<file path="config.mk">
export PLATFORM = sky130hd
export DESIGN_NAME = pwm_timer_mc
export DESIGN_NICKNAME = d
export VERILOG_FILES = /design/src/rtl/pwm_timer_mc.sv
export SDC_FILE = /design/constraint.sdc
export NUM_CORES = 1
export LEC_CHECK = 0
export ABC_CLOCK_PERIOD_IN_PS = 6500
export CORE_ASPECT_RATIO = 0.7
export CORE_UTILIZATION = 52
export DETAILED_ROUTE_END_ITERATION = 16
export PLACE_DENSITY = 0.8
export SLEW_MARGIN = 20
export SYNTH_ARGS = -nofsm -noshare
export SYNTH_HDL_FRONTEND = slang
export SYNTH_SLANG_ARGS = --single-unit
</file>
<file path="constraint.sdc">
create_clock -name i_clk -period 6.5 [get_ports i_clk]
set_clock_uncertainty 0.05 [all_clocks]
set_input_delay 0.65 -clock i_clk [delete_from_list [all_inputs] [get_ports i_clk]]
set_output_delay 0.65 -clock i_clk [all_outputs]
set_load 0.005 [all_outputs]
</file>
<file path="src/rtl/pwm_timer_mc.sv">
// pwm_timer_mc: multi-channel PWM/timer with a Wishbone register file.
// Ports: i_clk/i_rst (sync, active-high), Wishbone slave i_wb_*/o_wb_*,
// o_pwm[NUM_CH-1:0] channel outputs, o_irq level interrupt.
module pwm_timer_mc #(
  parameter int NUM_CH = 4,
  parameter int CNT_W  = 16
) (
  input  logic              i_clk,
  input  logic              i_rst,
  input  logic              i_wb_cyc,
  input  logic              i_wb_stb,
  input  logic              i_wb_we,
  input  logic [3:0]        i_wb_adr,
  input  logic [31:0]       i_wb_data,
  output logic              o_wb_ack,
  output logic [31:0]       o_wb_data,
  output logic [NUM_CH-1:0] o_pwm,
  output logic              o_irq
);

  logic              en;
  logic              center;
  logic              oneshot;
  logic              os_idle;
  logic [CNT_W-1:0]  prescale;
  logic [CNT_W-1:0]  pre_cnt;
  logic [CNT_W-1:0]  period_sh;
  logic [CNT_W-1:0]  period_act;
  logic [CNT_W-1:0]  cnt;
  logic              dir_dn;
  logic [CNT_W-1:0]  duty_sh  [NUM_CH];
  logic [CNT_W-1:0]  duty_act [NUM_CH];
  logic [1:0]        status;
  logic [1:0]        irq_en;
  logic [NUM_CH-1:0] pol;

  logic              wb_req;
  logic              wr;
  logic              rd;
  logic [1:0]        w1c;
  logic [31:0]       rdata;
  logic              tick;
  logic              pev;
  logic              os_stop;
  logic [CNT_W-1:0]  cnt_nxt;
  logic              dir_nxt;

  logic unused_ok;
  assign unused_ok = ^i_wb_data;

  assign wb_req = i_wb_cyc & i_wb_stb & ~o_wb_ack;
  assign wr     = wb_req & i_wb_we;
  assign rd     = wb_req & ~i_wb_we;
  assign w1c    = (wr && i_wb_adr == 4'h3) ? i_wb_data[1:0] : 2'b00;

  always_comb begin
    rdata = '0;
    case (i_wb_adr)
      4'h0: rdata[2:0] = {oneshot, center, en};
      4'h1: rdata[CNT_W-1:0] = prescale;
      4'h2: rdata[CNT_W-1:0] = period_sh;
      4'h3: rdata[1:0] = status;
      4'h4: rdata[1:0] = irq_en;
      4'h5: rdata[NUM_CH-1:0] = pol;
      default: begin
        for (int i = 0; i < NUM_CH; i++)
          if (i_wb_adr == 4'(8 + i))
            rdata[CNT_W-1:0] = duty_sh[i];
      end
    endcase
  end

  // >= rather than == so a PRESCALE lowered below pre_cnt
  // wraps at once instead of running through the full range.
  assign tick = en && (pre_cnt >= prescale);

  always_comb begin
    cnt_nxt = cnt;
    dir_nxt = dir_dn;
    pev     = 1'b0;
    if (tick) begin
      if (period_act == '0) begin
        cnt_nxt = '0;
        dir_nxt = 1'b0;
        pev     = 1'b1;
      end else if (!center) begin
        dir_nxt = 1'b0;
        if (cnt >= period_act) begin
          cnt_nxt = '0;
          pev     = 1'b1;
        end else begin
          cnt_nxt = cnt + CNT_W'(1);
        end
      end else if (!dir_dn) begin
        if (cnt >= period_act) begin
          // turn around at the top; PERIOD=1 drops straight to 0
          cnt_nxt = period_act - CNT_W'(1);
          if (period_act == CNT_W'(1)) pev = 1'b1;
          else dir_nxt = 1'b1;
        end else begin
          cnt_nxt = cnt + CNT_W'(1);
        end
      end else begin
        if (cnt <= CNT_W'(1)) begin
          cnt_nxt = '0;
          dir_nxt = 1'b0;
          pev     = 1'b1;
        end else begin
          cnt_nxt = cnt - CNT_W'(1);
        end
      end
    end
  end

  assign os_stop = pev & oneshot;

  always_ff @(posedge i_clk) begin
    if (i_rst) begin
      o_wb_ack   <= 1'b0;
      o_wb_data  <= '0;
      o_pwm      <= '0;
      o_irq      <= 1'b0;
      en         <= 1'b0;
      center     <= 1'b0;
      oneshot    <= 1'b0;
      os_idle    <= 1'b0;
      prescale   <= '0;
      pre_cnt    <= '0;
      period_sh  <= CNT_W'(9);
      period_act <= CNT_W'(9);
      cnt        <= '0;
      dir_dn     <= 1'b0;
      status     <= '0;
      irq_en     <= '0;
      pol        <= '0;
      for (int i = 0; i < NUM_CH; i++) begin
        duty_sh[i]  <= '0;
        duty_act[i] <= '0;
      end
    end else begin
      o_wb_ack <= i_wb_cyc & i_wb_stb & ~o_wb_ack;
      if (rd) o_wb_data <= rdata;

      if (en) begin
        pre_cnt <= tick ? '0 : pre_cnt + CNT_W'(1);
        cnt     <= cnt_nxt;
        dir_dn  <= dir_nxt;
      end
      if (os_stop) begin
        en      <= 1'b0;
        cnt     <= '0;
        dir_dn  <= 1'b0;
        os_idle <= 1'b1;
      end

      if (!en || pev) begin
        period_act <= period_sh;
        for (int i = 0; i < NUM_CH; i++)
          duty_act[i] <= duty_sh[i];
      end

      // a finished one-shot parks each output at its inactive level
      for (int i = 0; i < NUM_CH; i++) begin
        if (os_idle) o_pwm[i] <= pol[i];
        else if (en) o_pwm[i] <= (cnt < duty_act[i]) ^ pol[i];
      end

      // hardware set wins over a same-edge write-1-to-clear
      status <= (status & ~w1c) | {os_stop, pev};
      o_irq  <= |(status & irq_en);

      if (wr) begin
        case (i_wb_adr)
          4'h0: begin
            en      <= i_wb_data[0];
            center  <= i_wb_data[1];
            oneshot <= i_wb_data[2];
            if (i_wb_data[0]) os_idle <= 1'b0;
            if (!i_wb_data[0] && (i_wb_data[1] != center)) begin
              cnt    <= '0;
              dir_dn <= 1'b0;
            end
          end
          4'h1: prescale  <= i_wb_data[CNT_W-1:0];
          4'h2: period_sh <= i_wb_data[CNT_W-1:0];
          4'h4: irq_en    <= i_wb_data[1:0];
          4'h5: pol       <= i_wb_data[NUM_CH-1:0];
          default: begin
            for (int i = 0; i < NUM_CH; i++)
              if (i_wb_adr == 4'(8 + i))
                duty_sh[i] <= i_wb_data[CNT_W-1:0];
          end
        endcase
      end
    end
  end

endmodule

</file>
==> impl_results.md, run 1 <==
* Clock sinks at 243
* Cell with the most instances after synthesis: and2_1
* Post-Synth XOR/XNOR Area at 2.75%
* Slew headroom at 28.9%
* DRT iter0 DRCs at 1,426
* ANT nets after route at 0
* Synth top area share at 28.1%
* Reg2Reg Setup Slack at 1.77 ns
* Final net count at 1,593
* Final setup fails at 0
* Final hold vios at 0
* CTS root buf: clkbuf_16
* P&R area growth vs syn at 10.6%
* Startpoint types: register
* Multiplexer area fraction after synthesis at 4.85%
* Drt total wl at 38,300 um
* Pwr/cell area at 213 nW/um^2
* CTS tree: yes
* ANT cells at 0
* Clock-pin slew on the worst setup and hold paths at 0.07 ns
* Mapped Cells at 1,437
* Wire length per cell at 21.3 um
* Kind of critical path: reg2reg
* Grt total ovfl at 0
* CTS Buffer Depth at 3
* Worst Setup End Kind: register
* Setup TNS at 0 ns
* Cell area after synthesis at 13,700 um^2
* Ys flop type: edfxtp_1
* Main area contributors after synthesis: edfxtp_1 28%, dfxtp_1 17%, ha_1 9.0%, and2_1 6.0%, a21oi_1 3.6%
* Area leader, netlist: edfxtp_1
* DRT Pass-1 Iters at 6
* Post-Synth Adder-Cell Area at 8.96%
* Worst path bufs/invs at 3
* Design area at 15,100 um^2
* Post-cts sizing count at 0
* IR drop worst, VDD at 0.186 mV
* Share of layout cells above drive strength 1 at 6.32%
* DRC viols at 0
* H-tree depth at 1
* Die Ht at 138 um
* Hold Path Cell Cnt at 2
* Seq/Total Area, Yosys at 44.9%
* Max-Cap Viols at 0
* CP max stage delay at 0.63 ns
* Minimum clock period at 4.73 ns
* Num CTS Buffers at 24
* Hold Crit Start: prescale[3]
* Post-CTS Hold Fix Bufs at 0
* Fin. max-slew vios at 0
* Worst Hold Class: reg2reg
* Pwr Total at 3.23 mW
* Largest family of logic cells by synthesized area: simple AND/OR/NAND/NOR gates
* Largest net degree at the start of global routing at 65
* Most common cell type on the critical path: buf_4
* WP data required at 6.60 ns
* Gpl congestion at 0.958
* Antenna violations before repair at 0
* Post-DP HPWL at 27,300 um
* Reg2Reg Depth at 11
* Synth Area in Compound Gates at 12.4%
* Dpl cell area at 14,300 um^2
* Worst path slowest cell: a211o_1
* Starting Density at 53.1%
* IO Count at 79
* Synth cell count leaders: 131 x and2_1, 128 x edfxtp_1, 121 x nand2_1
* R2R Path Start: cnt[0]
* Post-synth cell types at 65
* Worst Path Arrival at 4.84 ns
* End of the worst register-to-register path: duty_act[0][0]
* Worst-skew pair later-pin latency at 0.53 ns
* Post-CTS setup buffer count at 0
* Synthesis-stage register bit count at 243
* Ys Warns at 0
* EDFF count, synth at 128
* Row count at 49
* Via Count at 11,000
* GRT Util Overall at 29.3%
* Vias per cell at 6.11
* Status: completed
* Global-route wire length before repair at 60,600 um
* Async set-reset flop share out of synthesis at 0%
* Port buffer count at 46
* Vias in the first global route at 10,600
* Fin crit share at 72.8%
* Crit path cell chain: inv_1, ha_1, nand2b_1, a2111oi_0, o31ai_1, a211o_1, a221o_2, a21boi_2, buf_4, nand2b_2, buf_4
* Hold Crit Endpoint: prescale[3]
* Synth Area in Simple Gates at 20.3%
* Worst Tran Pin Value at 1.06 ns
* Synthesized area per cell at 9.52 um^2
* Top delay family on crit path: compound AO/OA/AOI/OAI gates
* Die Footprint at 27,000 um^2
* Worst Path Max Fanout at 64
* Pleak at 5.84 nW
* CORE AREA at 25,700 um^2
* Unrepaired setup endpoints after global routing: false
* Max Freq at 211 MHz
* Die Width at 196 um
-- worst register-to-register path: cells and delay by family, from the launching register on --
kind / cells / cell delay, ns
compound gates: 5 / 2.09
fa+ha+maj: 1 / 0.33
buf+inv: 3 / 0.97
simple gates: 2 / 0.23
flops: 1 / 0.61
-- flip-flops by register name, indices dropped and copies added (netlist names), 2 cells and up --
register    flops
duty_sh        64
duty_act       64
pol             4
o_wb_data      16
period_act     16
cnt            16
prescale       16
irq_en          2
pre_cnt        16
status          2
period_sh      16
o_pwm           4
-- through the flow --
step                      hold WS, ns  worst slack [ns]  cells  util (%)
after floorplan                 0.386              2.01   1452         -
after global placement          0.393              1.99   1757      55.6
after detailed placement        0.407              1.90   1757      55.7
after CTS                       0.416              1.85   1801      58.6
after global routing            0.455              1.56   1803      58.7
final                           0.424              1.77   1803      58.7
-- power by group --
part	switching, mW	internal [mW]
clock	0.604	0.748
sequential	0.0195	1.65
combinational	0.131	0.0768
total	0.754	2.47
-- layout make-up --
cell class / count / area [um^2]
Sequential cell: 243 / 6150
Clock buffer: 37 / 702
Fill cell: 2163 / 10600
Tap cell: 331 / 414
Clock inverter: 7 / 52.6
Timing Repair Buffer: 64 / 599
Inverter: 99 / 372
Multi-Input combinational cell: 1022 / 6840
-- cells in the final DEF (no fill, tap or decap), drive strengths merged, types with 20 or more instances in the layout --
cell type / instances
edfxtp: 128
a211oi: 20
o21ai: 56
a21oi: 99
nand3: 34
nor2: 120
nor3: 39
mux2i: 28
buf: 21
clkbuf: 37
nand2: 121
dfxtp: 115
xnor2: 24
clkdlybuf4s50: 43
inv: 98
a21o: 20
ha: 98
and2: 131
-- cells by family after synthesis --
group | count (synthesis)
compound gates | 275
xor+xnor | 43
fa+ha+maj | 98
buf+inv | 187
flops | 243
mux | 45
other cells | 1
simple gates | 545
-- layer usage --
| metal | global-route usage [%] | vias to the layer above | part of all wire, % |
|---|---|---|---|
| met1 | 40.9 | 5296 | 44 |
| met4 | 9.33 | 0 | 3.1 |
| li1 | - | 5061 | - |
| met2 | 44.1 | 548 | 43 |
| met3 | 7.98 | 104 | 10 |
| met5 | 0 | - | 0 |
-- how the worst max path moves through the flow --
| stage | endpoint | slack [ns] | from | cells past startpoint |
|---|---|---|---|---|
| 2_1_floorplan | duty_act[0][0] | 2.01 | cnt[0] | 11 |
| 3_3_place_gp | duty_act[0][0] | 1.99 | cnt[0] | 11 |
| 3_5_place_dp | duty_act[0][4] | 1.90 | cnt[0] | 11 |
| 4_1_cts | duty_act[0][7] | 1.85 | cnt[0] | 11 |
| 5_1_grt | duty_act[0][0] | 1.56 | cnt[0] | 11 |
| 6_report | duty_act[0][0] | 1.77 | cnt[0] | 11 |
(Power assumes the default switching activity.)
==> run 2: changes to the inputs <==
--- a/config.mk
+++ b/config.mk
@@ -5,7 +5,7 @@
 export SDC_FILE = /design/constraint.sdc
 export NUM_CORES = 1
 export LEC_CHECK = 0
-export ABC_CLOCK_PERIOD_IN_PS = 6500
+export ABC_CLOCK_PERIOD_IN_PS = 4800
 export CORE_ASPECT_RATIO = 0.7
 export CORE_UTILIZATION = 52
 export DETAILED_ROUTE_END_ITERATION = 16
==> constraint.sdc (replaced) <==
create_clock -name i_clk -period 4.8 [get_ports i_clk]
set_clock_uncertainty 0.05 [all_clocks]
set_input_delay 0.48 -clock i_clk [delete_from_list [all_inputs] [get_ports i_clk]]
set_output_delay 0.48 -clock i_clk [all_outputs]
set_load 0.005 [all_outputs]
==> run 2 against run 1 <==
Non-clock buffer count grew 14. Core utilization is 0.68 points higher. Final cell count rose by 0.83%. Combinational power up 35%. Largest power group unchanged.
==> impl_results.md, run 2 (synthesized netlist as in run 1, its figures left out) <==
* Status: completed
* DRC viols at 0 (unchanged)
* Fin. max-slew vios at 0 (unchanged)
* Sequential cell area at 6150 um^2 (unchanged)
* CP startpoint: cnt[0]
* Clock-pin slew on the worst setup and hold paths at 0.06 ns (about the same)
* Worst hold slack at 0.345 ns (-0.0793 ns)
* # fillers at 2,162 (-0.046%)
* Setup TNS at 0 ns (unchanged)
* Post-cts sizing count at 0 (unchanged)
* Max Freq at 281 MHz (+33%)
* WP data required at 4.92 ns (-1.68 ns)
* Worst path slowest cell: a2111oi_0
* Worst Path Arrival at 3.68 ns (-1.16 ns)
* CORE AREA at 25,700 um^2 (unchanged)
* Largest net degree at the start of global routing at 65 (unchanged)
* CP max stage delay at 0.47 ns (-0.16 ns)
* Via Count at 10,900 (-1.1%)
* Final setup fails at 0 (unchanged)
* Worst Tran Pin Value at 1.06 ns (-0.00281 ns)
* R2R Path Start: cnt[0]
* DRT Pass-1 Iters at 6 (unchanged)
* Starting Density at 53.1% (unchanged)
* Post-DP HPWL at 27,200 um (-0.42%)
* Drt total wl at 37,700 um (-1.6%)
* DP Worst Slack at 1.22 ns (-0.683 ns)
* IR drop worst, VDD at 0.318 mV (+71%)
* Worst-skew pair later-pin latency at 0.54 ns (about the same)
* Design area at 15,300 um^2 (+1.1%)
* Dpl cell area at 14,400 um^2 (+0.65%)
* CTS tree: yes
* Worst setup margin at 1.24 ns (-0.529 ns)
* Kind of critical path: reg2reg
* Crit path cell chain: inv_1, ha_1, nand2b_1, a2111oi_0, o31ai_1, a211o_1, a221o_2, a21boi_2, nand2b_2, buf_4
* Row count at 49 (unchanged)
* Pleak at 5.95 nW (+1.9%)
* Minimum clock period at 3.56 ns (-1.17 ns)
* Post-CTS setup buffer count at 0 (unchanged)
* Pwr/cell area at 296 nW/um^2 (+39%)
* CTS root buf: clkbuf_16
* Final hold vios at 0 (unchanged)
* Top Registers: duty_act: 64 flops, duty_sh: 64 flops
* Vias per cell at 5.99 (-2.0%)
* Hold Crit Start: i_rst
* IO Count at 79 (unchanged)
* ANT cells at 0 (unchanged)
* Most frequent cells in the layout: 131 x and2_1, 128 x edfxtp_1, 121 x nand2_1, 118 x nor2_1, 115 x dfxtp_1
* Worst Path Max Fanout at 64 (unchanged)
* Wire length per cell at 20.7 um (-2.4%)
* Gpl congestion at 0.937 (-2.2%)
* Pwr Total at 4.53 mW (+40%)
* CTS Buffer Depth at 3 (unchanged)
* Share of layout cells above drive strength 1 at 7.06% (+0.74 points)
* ANT nets after route at 0 (unchanged)
* Die Width at 196 um (unchanged)
* Commonest non-fill, non-tap cell in the layout: and2_1
* Grt total ovfl at 0 (unchanged)
* Clock sinks at 243 (unchanged)
* Antenna violations before repair at 0 (unchanged)
* Final net count at 1,608 (+0.94%)
* Vias in the first global route at 10,300 (-3.4%)
* Slew headroom at 29.0% (+0.081 points)
* GRT Util Overall at 28.3% (-0.99 points)
* P&R area growth vs syn at 11.9%
* Unrepaired setup endpoints after global routing: false
* Die Footprint at 27,000 um^2 (unchanged)
* Port buffer count at 46 (unchanged)
* Fin crit share at 74.2% (+1.4 points)
* Startpoint types: register
* Global-route wire length before repair at 58,100 um (-4.1%)
* Num CTS Buffers at 25 (+4.2%)
* Post-CTS Hold Fix Bufs at 0 (unchanged)
* Multi-input gate area at 6820 um^2 (-0.27%)
* DRT iter0 DRCs at 1,169 (-18%)
* Die Ht at 138 um (unchanged)
* Max-Cap Viols at 0 (unchanged)
* H-tree depth at 1 (unchanged)
* Worst Hold Class: in2reg
* Worst Setup End Kind: register
==> run 2: where the power goes <==
part | total, mW | internal, mW | leakage, nW | switching (mW)
clock | 2.00 | 1.16 | 0.412 | 0.837
combinational | 0.281 | 0.106 | 3.21 | 0.175
sequential | 2.26 | 2.23 | 2.33 | 0.0257
total | 4.53 | 3.50 | 5.95 | 1.04
==> run 2: layout make-up <==
cell class                 instances  area share [%]
clock buffer                      31            4.37
clock inverter                    14            1.09
inverter                          99            2.43
multi-input combinational       1022            44.6
sequential                       243            40.2
tap                              331            2.71
timing repair buffer              78            4.65
==> run 2: final timing paths <==
check / end / slack [ns] / cells past startpoint
max: duty_act[3][4] / 1.24 / 10
min: irq_en[1] / 0.35 / 2
max reg2reg: duty_act[3][4] / 1.24 / 10
min reg2reg: prescale[3] / 0.41 / 2
==> run 2: critical path: cells and delay by family (launching register included) <==
family | cells | cell delay, ns
adder cells (fa/ha/maj) | 1 | 0.29
flip-flops | 1 | 0.31
AO/OA/AOI/OAI | 5 | 1.67
buffers and inverters | 2 | 0.62
AND/OR/NAND/NOR | 2 | 0.22
==> run 2: through the flow <==
stage,instances,util (%)
finish,1818,59.4
floorplan,1452,-
CTS,1816,59.3
global placement,1771,56.0
detailed placement,1771,56.0
global route,1818,59.4
==> run 2: metal layers <==
metal  track usage, %  wire (um)  vias to the layer above  share of wire (%)
li1                 -          -                     5099                  -
met1             40.3      16900                     5207                 45
met2             43.0      16200                      511                 43
met3             7.10       3850                       66                 10
met4             7.07        837                        0                2.2
met5                0          0                        -                  0
